### src/rtl/tt_rebot449_alu_arbiter_if.sv
// Request/response channel between two requesters and the ALU arbiter.
// The master modport is the requester side; slave is the arbiter.
interface tt_rebot449_alu_arbiter_if #(
  parameter int unsigned DATA_W = 8,
  parameter int unsigned OP_W   = 3
) ();
  logic [1:0]          req_valid;
  logic [1:0]          req_ready;
  logic [2*OP_W-1:0]   req_op;
  logic [2*DATA_W-1:0] req_data;
  logic [1:0]          rsp_valid;
  logic [1:0]          rsp_ready;
  logic [DATA_W-1:0]   rsp_data;

  modport master (
    output req_valid, req_op, req_data, rsp_ready,
    input  req_ready, rsp_valid, rsp_data
  );

  modport slave (
    input  req_valid, req_op, req_data, rsp_ready,
    output req_ready, rsp_valid, rsp_data
  );
endinterface

### src/rtl/tt_rebot449_alu_arbiter.sv
// Two-requester round-robin sequencer in front of a shared combinational ALU.
// Optional per-requester response counters are built when ALU_ARB_STATS_EN is defined.
module tt_rebot449_alu_arbiter #(
  parameter int unsigned DATA_W = 8,
  parameter int unsigned OP_W   = 3
`ifdef ALU_ARB_STATS_EN
  ,
  parameter int unsigned CNT_W  = 8
`endif
) (
  input  logic                       clk,
  input  logic                       rst_n,
  tt_rebot449_alu_arbiter_if.slave   bus,
  output logic [7:0]                 alu_instruction,
  output logic [DATA_W-1:0]          alu_data,
  input  logic [DATA_W-1:0]          alu_result,
  output logic                       busy
`ifdef ALU_ARB_STATS_EN
  ,
  input  logic                       stat_clr,
  output logic [CNT_W-1:0]           stat_cnt0,
  output logic [CNT_W-1:0]           stat_cnt1
`endif
);

  typedef enum logic [1:0] {StIdle, StExec, StResp} state_e;

  state_e              state_q, state_d;
  logic                gnt_q, gnt_d;
  logic                last_grant_q, last_grant_d;
  logic [7:0]          instr_q, instr_d;
  logic [DATA_W-1:0]   data_q, data_d;
  logic [DATA_W-1:0]   rsp_data_q, rsp_data_d;

  logic                sel;
  logic [OP_W-1:0]     sel_op;
  logic [DATA_W-1:0]   sel_data;

  // On a tie the requester that did not win last time is chosen.
  always_comb begin
    sel      = (bus.req_valid == 2'b11) ? ~last_grant_q : bus.req_valid[1];
    sel_op   = sel ? bus.req_op[2*OP_W-1:OP_W] : bus.req_op[OP_W-1:0];
    sel_data = sel ? bus.req_data[2*DATA_W-1:DATA_W] : bus.req_data[DATA_W-1:0];
  end

  always_comb begin
    state_d       = state_q;
    gnt_d         = gnt_q;
    last_grant_d  = last_grant_q;
    instr_d       = instr_q;
    data_d        = data_q;
    rsp_data_d    = rsp_data_q;
    bus.req_ready = '0;
    bus.rsp_valid = '0;
    unique case (state_q)
      StIdle: begin
        if (|bus.req_valid) begin
          bus.req_ready[sel] = 1'b1;
          gnt_d              = sel;
          last_grant_d       = sel;
          instr_d            = 8'(sel_op);
          data_d             = sel_data;
          state_d            = StExec;
        end
      end
      StExec: begin
        rsp_data_d = alu_result;
        state_d    = StResp;
      end
      StResp: begin
        bus.rsp_valid[gnt_q] = 1'b1;
        if (bus.rsp_ready[gnt_q]) begin
          state_d = StIdle;
        end
      end
      default: state_d = StIdle;
    endcase
  end

  always_ff @(posedge clk or negedge rst_n) begin
    if (!rst_n) begin
      state_q      <= StIdle;
      gnt_q        <= 1'b0;
      last_grant_q <= 1'b1;
      instr_q      <= '0;
      data_q       <= '0;
      rsp_data_q   <= '0;
    end else begin
      state_q      <= state_d;
      gnt_q        <= gnt_d;
      last_grant_q <= last_grant_d;
      instr_q      <= instr_d;
      data_q       <= data_d;
      rsp_data_q   <= rsp_data_d;
    end
  end

  assign alu_instruction = instr_q;
  assign alu_data        = data_q;
  assign bus.rsp_data    = rsp_data_q;
  assign busy            = (state_q != StIdle);

`ifdef ALU_ARB_STATS_EN
  logic [CNT_W-1:0] cnt0_q, cnt1_q;
  logic             stat_hs;

  assign stat_hs = (state_q == StResp) && bus.rsp_ready[gnt_q];

  // Clear has priority over a same-cycle handshake.
  always_ff @(posedge clk or negedge rst_n) begin
    if (!rst_n) begin
      cnt0_q <= '0;
      cnt1_q <= '0;
    end else if (stat_clr) begin
      cnt0_q <= '0;
      cnt1_q <= '0;
    end else if (stat_hs) begin
      if (gnt_q) begin
        cnt1_q <= cnt1_q + CNT_W'(1);
      end else begin
        cnt0_q <= cnt0_q + CNT_W'(1);
      end
    end
  end

  assign stat_cnt0 = cnt0_q;
  assign stat_cnt1 = cnt1_q;
`endif

endmodule

### src/flat_wrapper.sv
// flat-port wrapper written by rule: the top's interface ports become plain ports
module tt_rebot449_alu_arbiter_flat 
#(
  parameter int unsigned DATA_W = 8,
  parameter int unsigned OP_W   = 3

)
  (clk, rst_n, alu_instruction, alu_data, alu_result, busy, bus_req_valid, bus_req_op, bus_req_data, bus_rsp_ready, bus_req_ready, bus_rsp_valid, bus_rsp_data);
  tt_rebot449_alu_arbiter_if #(.DATA_W(DATA_W), .OP_W(OP_W)) bus_i ();
  input  logic clk;
  input  logic rst_n;
  output logic [7:0] alu_instruction;
  output logic [DATA_W-1:0] alu_data;
  input  logic [DATA_W-1:0] alu_result;
  output logic busy;
  input wire logic [$bits(bus_i.req_valid)-1:0] bus_req_valid;
  input wire logic [$bits(bus_i.req_op)-1:0] bus_req_op;
  input wire logic [$bits(bus_i.req_data)-1:0] bus_req_data;
  input wire logic [$bits(bus_i.rsp_ready)-1:0] bus_rsp_ready;
  output wire logic [$bits(bus_i.req_ready)-1:0] bus_req_ready;
  output wire logic [$bits(bus_i.rsp_valid)-1:0] bus_rsp_valid;
  output wire logic [$bits(bus_i.rsp_data)-1:0] bus_rsp_data;
  assign bus_i.req_valid = bus_req_valid;
  assign bus_i.req_op = bus_req_op;
  assign bus_i.req_data = bus_req_data;
  assign bus_i.rsp_ready = bus_rsp_ready;
  assign bus_req_ready = bus_i.req_ready;
  assign bus_rsp_valid = bus_i.rsp_valid;
  assign bus_rsp_data = bus_i.rsp_data;
  tt_rebot449_alu_arbiter #(.DATA_W(DATA_W), .OP_W(OP_W)) u_core (.clk(clk), .rst_n(rst_n), .bus(bus_i), .alu_instruction(alu_instruction), .alu_data(alu_data), .alu_result(alu_result), .busy(busy));
endmodule
### config.mk
export PLATFORM = sky130hd
export DESIGN_NAME = tt_rebot449_alu_arbiter_flat
export DESIGN_NICKNAME = d
export VERILOG_FILES = /design/src/rtl/tt_rebot449_alu_arbiter_if.sv /design/src/rtl/tt_rebot449_alu_arbiter.sv /design/src/flat_wrapper.sv
export SDC_FILE = /design/constraint.sdc
export NUM_CORES = 1
export LEC_CHECK = 0
export CAP_MARGIN = 20
export CORE_ASPECT_RATIO = 1.1
export CORE_MARGIN = 2
export CORE_UTILIZATION = 33
export DETAILED_ROUTE_END_ITERATION = 12
export PLACE_DENSITY = 0.76
export SYNTH_ARGS = -nofsm -noshare
export SYNTH_HDL_FRONTEND = slang
export SYNTH_SLANG_ARGS = --single-unit
### constraint.sdc
create_clock -name clk -period 1.4 [get_ports clk]
set_clock_uncertainty 0.1 [all_clocks]
set_input_delay 0.14 -clock clk [delete_from_list [all_inputs] [get_ports clk]]
set_output_delay 0.14 -clock clk [all_outputs]
set_load 0.01 [all_outputs]
* After elaboration in Yosys (flattened, before gate mapping) *
Cells that the tools add are included.

operators by class
  magnitude comparators = 4
  eq/ne operators = 5
  muxes and demuxes = 15
  bitwise operators = 1
  reductions and logical operators = 7

operators by type and width
  cell                                                                          count
  2-bit 2-to-1 mux                                                              5
  8-bit 2-to-1 mux                                                              1
  2-bit one-hot mux with 3 select lines                                         1
  1-bit 2-to-1 mux                                                              5
  2-bit == test, second input constant                                          2
  1-bit by 2-bit less-than comparator with 1-bit output, second input constant  2
  2-bit by 1-bit != test with 1-bit output, second input constant               2
  2-bit AND reduction                                                           2
  3-bit 2-to-1 mux                                                              1
  1-bit demux with 1-bit select                                                 2
  2-bit by 1-bit == test with 1-bit output, second input constant               1
  1-bit >= comparator, second input constant                                    2
  1-bit logical AND                                                             2
  2-bit logical NOT                                                             1
  2-bit nonzero test                                                            1
  2-bit OR reduction                                                            1
  1-bit NOT                                                                     1

word-level totals
  flip-flop bits (word level) = 23
  bits of input ports = 36
  output and inout port bits = 29

* Logic depth before layout (Yosys ltp) *
  depth in word-level cells = 8
  depth in mapped cells = 4
  gate-level depth less buffers = 4

* Worst setup path before layout *
No wires, ideal clock.

  path kind = reg2reg
  start point = register u_core.last_grant_q
  end point = register u_core.instr_q[2], in the netlist u_core.alu_instruction[2]
  library setup time = 0.125 ns
  data arrival time = 1.266 ns
  required time = 1.175 ns
  path slack = -0.090 ns
  stages on the path, launching flop included = 5
  period minus slack after synthesis = 1.490 ns
  cell sequence = dfstp_2 a21boi_2 buf_6 mux2_4 mux2_2

between the ends
  longest elaborated chain between the ends = 3

ends and longest elaborated chain
  what                      line                           source
  start: declaration        tt_rebot449_alu_arbiter.sv:30  logic last_grant_q, last_grant_d;
  start signal: assignment  tt_rebot449_alu_arbiter.sv:91  last_grant_q <= last_grant_d;
  1-bit NOT                 tt_rebot449_alu_arbiter.sv:41  sel = (bus.req_valid == 2'b11) ? ~last_grant_q : bus.req_valid[1];
  1-bit 2-to-1 mux          tt_rebot449_alu_arbiter.sv:41
  3-bit 2-to-1 mux          tt_rebot449_alu_arbiter.sv:42  sel_op = sel ? bus.req_op[2*OP_W-1:OP_W] : bus.req_op[OP_W-1:0];
  end signal: assignment    tt_rebot449_alu_arbiter.sv:92  instr_q <= instr_d;
  end: declaration          tt_rebot449_alu_arbiter.sv:31  logic [7:0] instr_q, instr_d;

Every way passes these cells.
A chain may end at the register's enable or synchronous reset.

* Final worst setup path *
  start point = register u_core.last_grant_q
  end point = register u_core.data_q[3], in the netlist u_core.alu_data[3]

between the ends
  longest elaborated chain between the ends = 3

ends and longest elaborated chain
  what                    line                           source
  1-bit NOT               tt_rebot449_alu_arbiter.sv:41
  1-bit 2-to-1 mux        tt_rebot449_alu_arbiter.sv:41
  8-bit 2-to-1 mux        tt_rebot449_alu_arbiter.sv:43  sel_data = sel ? bus.req_data[2*DATA_W-1:DATA_W] : bus.req_data[DATA_W-1:0];
  end signal: assignment  tt_rebot449_alu_arbiter.sv:93  data_q <= data_d;
  end: declaration        tt_rebot449_alu_arbiter.sv:32  logic [DATA_W-1:0] data_q, data_d;

Every way passes these cells.

==> flow_metrics.env <==
export IMPL_grt_usage_pct=15.2
export IMPL_cts_root_buf="clkbuf_4"
export IMPL_fin_crit_sh_pct=112
export IMPL_syn_inst=80
export IMPL_fin_nets=197
export IMPL_first_pass_iters=2
export IMPL_grt_pass1_vias=995
export IMPL_detailedPlace_worstSlack_ns=-0.460
export IMPL_rows=21
export IMPL_dp_hpwl_um=2070
export IMPL_rsz0062_at_grt="true"
export IMPL_cp_required_ns=1.50
export IMPL_synth_main_ff_cell="dfrtp_1"
export IMPL_vdd_drop_max_mv=1.09
export IMPL_outcome="complete, but fails checks"
export IMPL_pwr_density_cell_mw_per_mm2=1890
export IMPL_cp_slowest_cell="dfstp_2"
export IMPL_synth_most_common_cell="dfrtp_1"
export IMPL_setup_violations=16
export IMPL_cts_buffer_depth=2
export IMPL_avgSynthCellArea_um2=13.2
export IMPL_yosysWarnings=0
export IMPL_routed_wirelength_um=2700
export IMPL_design_die_area_mm2=0.00367
export IMPL_path_common_cell="mux2_4"
export IMPL_place_area_mm2=0.00178
export IMPL_final_area_mm2=0.00189
export IMPL_crit_fanout=4
export IMPL_r2r_end="u_core.alu_data[3]"
export IMPL_initial_core_util_pct=34.7
export IMPL_async_flop_share_pct=100
export IMPL_gp_congestion=0.674
export IMPL_critPathKind="flip-flop to flip-flop"
export IMPL_synth_common_cells="22 x dfrtp_1, 16 x mux2_2, 7 x a221o_1, 7 x and3_1, 5 x buf_4"
export IMPL_cap_violations=0
export IMPL_critPathArrivalTime_ns=1.67
export IMPL_netlist_area_mm2=0.00106
export IMPL_die_h_um=63.4
export IMPL_fp_coreArea_mm2=0.00305
export IMPL_violations="setup timing"
export IMPL_path_depth=4
export IMPL_path_cells="a21boi_4 > buf_6 > mux2_4 > mux2_4"
export IMPL_worst_hold_path_type="input port to flip-flop"
export IMPL_setup_ws_ns=-0.170
export IMPL_viasPerCell=4.83
export IMPL_startpoint_type="flip-flop"
export IMPL_final_layout_size_suffix_gt1_share_pct=36.9
export IMPL_power_leakage_nw=0.895
export IMPL_synth_area_leaders="dfrtp_1 52%, mux2_2 17%, a221o_1 6.6%"
export IMPL_power_mw=3.57
export IMPL_clk_pin_slew_worst_paths_ns=0.13
export IMPL_cp_slowest_stage_delay_ns=0.59
export IMPL_whs_endpoint="u_core.alu_data[4]"
export IMPL_worstHoldPathCells=2
export IMPL_grt_max_degree=14
export IMPL_antenna_cells=0
export IMPL_synth_cell_types=22
export IMPL_cts_tree="built"
export IMPL_grt_overflow=0
export IMPL_postRouteAntennaNets=0
export IMPL_crit_family="flip-flops"
export IMPL_maxSlewViolCount=0
export IMPL_drc=0
export IMPL_synth_edff_count=0
export IMPL_critPathCaptureType="flip-flop"
export IMPL_ios=65
export IMPL_routed_via_count=937
export IMPL_grt_pass1_wl_um=4400
export IMPL_hp_start="bus_req_data[4]"
export IMPL_final_cells=194
export IMPL_synth_top_area_cell="dfrtp_1"
export IMPL_hold_viol_final=0
export IMPL_die_w_um=58.0
export IMPL_wl_per_cell_um=13.9
export IMPL_ys_ff_latch=23
export IMPL_synth_seq_area_share_pct=54.6
export IMPL_worstRegToRegCells=4
export IMPL_path_buf_inv=1
export IMPL_port_buffers=59
export IMPL_htreeDepth=1
export IMPL_cts_buffers=3
export IMPL_fmax_ghz=0.637
export IMPL_reg2reg_setup_slack_ns=-0.17
export IMPL_place_inst=185
export IMPL_antenna_found_initial=0
export IMPL_yosysTopAreaCellShare_pct=52.1
export IMPL_clock_sinks=23
export IMPL_dr_first_iter_drc_count=18
export IMPL_syn_to_final_growth_pct=78.3
export IMPL_rr_startpoint="u_core.last_grant_q"
export IMPL_fin_crit_ns=1.57
export IMPL_insertion_delay_ns=0.31
## worst reg2reg max path: stages, from the launching register on
cell,delay (ns)
dfstp_2,0.59
a21boi_4,0.08
buf_6,0.14
mux2_4,0.30
mux2_4,0.26
## where the power goes
| group | switching [mW] | internal, mW |
|---|---|---|
| combinational | 0.841 | 1.21 |
| sequential | 0.202 | 1.01 |
| clock | 0.196 | 0.107 |
| total | 1.24 | 2.33 |
## metrics by stage
stage	utilization (%)	hold slack (ns)	setup TNS (ns)
after floorplan	-	-0.256	-0.180
after global placement	58.3	0.310	-4.65
after detailed placement	58.3	0.315	-5.42
after CTS	60.3	0.325	-2.11
after global routing	61.9	0.313	-2.90
final	61.9	0.335	-2.11
## final cells by class
cell class,instances,area [um2]
clock buffers,3,22.5
clock inverters,1,5.00
fillers,240,1160
inverters,3,11.3
multi-input cells,51,499
flip-flops and latches,23,577
well taps,34,42.5
repair buffers,79,728
## placed cells by master (no fill, tap or decap), types with 2 or more instances in the layout
cell type         n
and3_1            4
and3_4            3
mux2_4            6
buf_6             5
nand2b_4          2
clkdlybuf4s50_1  35
a221o_1           7
dlygate4sd2_1    19
dfrtp_1          22
mux2_2           11
inv_2             2
nor2_1            3
buf_4            14
clkbuf_4          3
conb_1            5
buf_2             4
## worst max path at each step
stage                                    from                        end  slack (ns)
after CTS                 u_core.last_grant_q           bus_req_ready[0]       -0.17
after global routing      u_core.last_grant_q           bus_req_ready[0]       -0.24
after global placement       bus_req_valid[1]         u_core.alu_data[2]       -0.42
after floorplan           u_core.last_grant_q  u_core.alu_instruction[2]       -0.09
final                     u_core.last_grant_q         u_core.alu_data[3]       -0.17
after detailed placement     bus_req_valid[1]         u_core.alu_data[2]       -0.46
## timing repair
item	in CTS	in global routing
setup endpoints to repair	35	24
setup buffers	3	2
hold buffers	1	0
pin swaps	4	2
endpoints found under the hold margin	4	0
resized for setup	49	11
## layer usage
layer | GRT usage (%) | wire (um) | vias to the layer above
li1 | - | - | 443
met1 | 18.7 | 1060 | 445
met2 | 25.4 | 1360 | 49
met3 | 5.34 | 286 | 0
met4 | 3.49 | 0 | 0
met5 | 0 | 0 | -
## registers in the layout, summed over array words and instances, names as in the netlist
name / cells
u_core.bus.rsp_data: 8
u_core.state_q: 2
u_core.alu_data: 8
u_core.alu_instruction: 3
u_core.last_grant_q: 1
u_core.gnt_q: 1
## logic make-up (layout without fill, tap and decap cells)
group,count (synthesis),in the layout,synth area share (%)
flops,23,23,54.6
mux,17,17,18.5
simple gates,17,17,10.1
compound gates,12,12,10.4
buf+inv,10,86,6.15
other cells,1,5,0.355
Note: power is estimated with default switching activity, not from simulation.
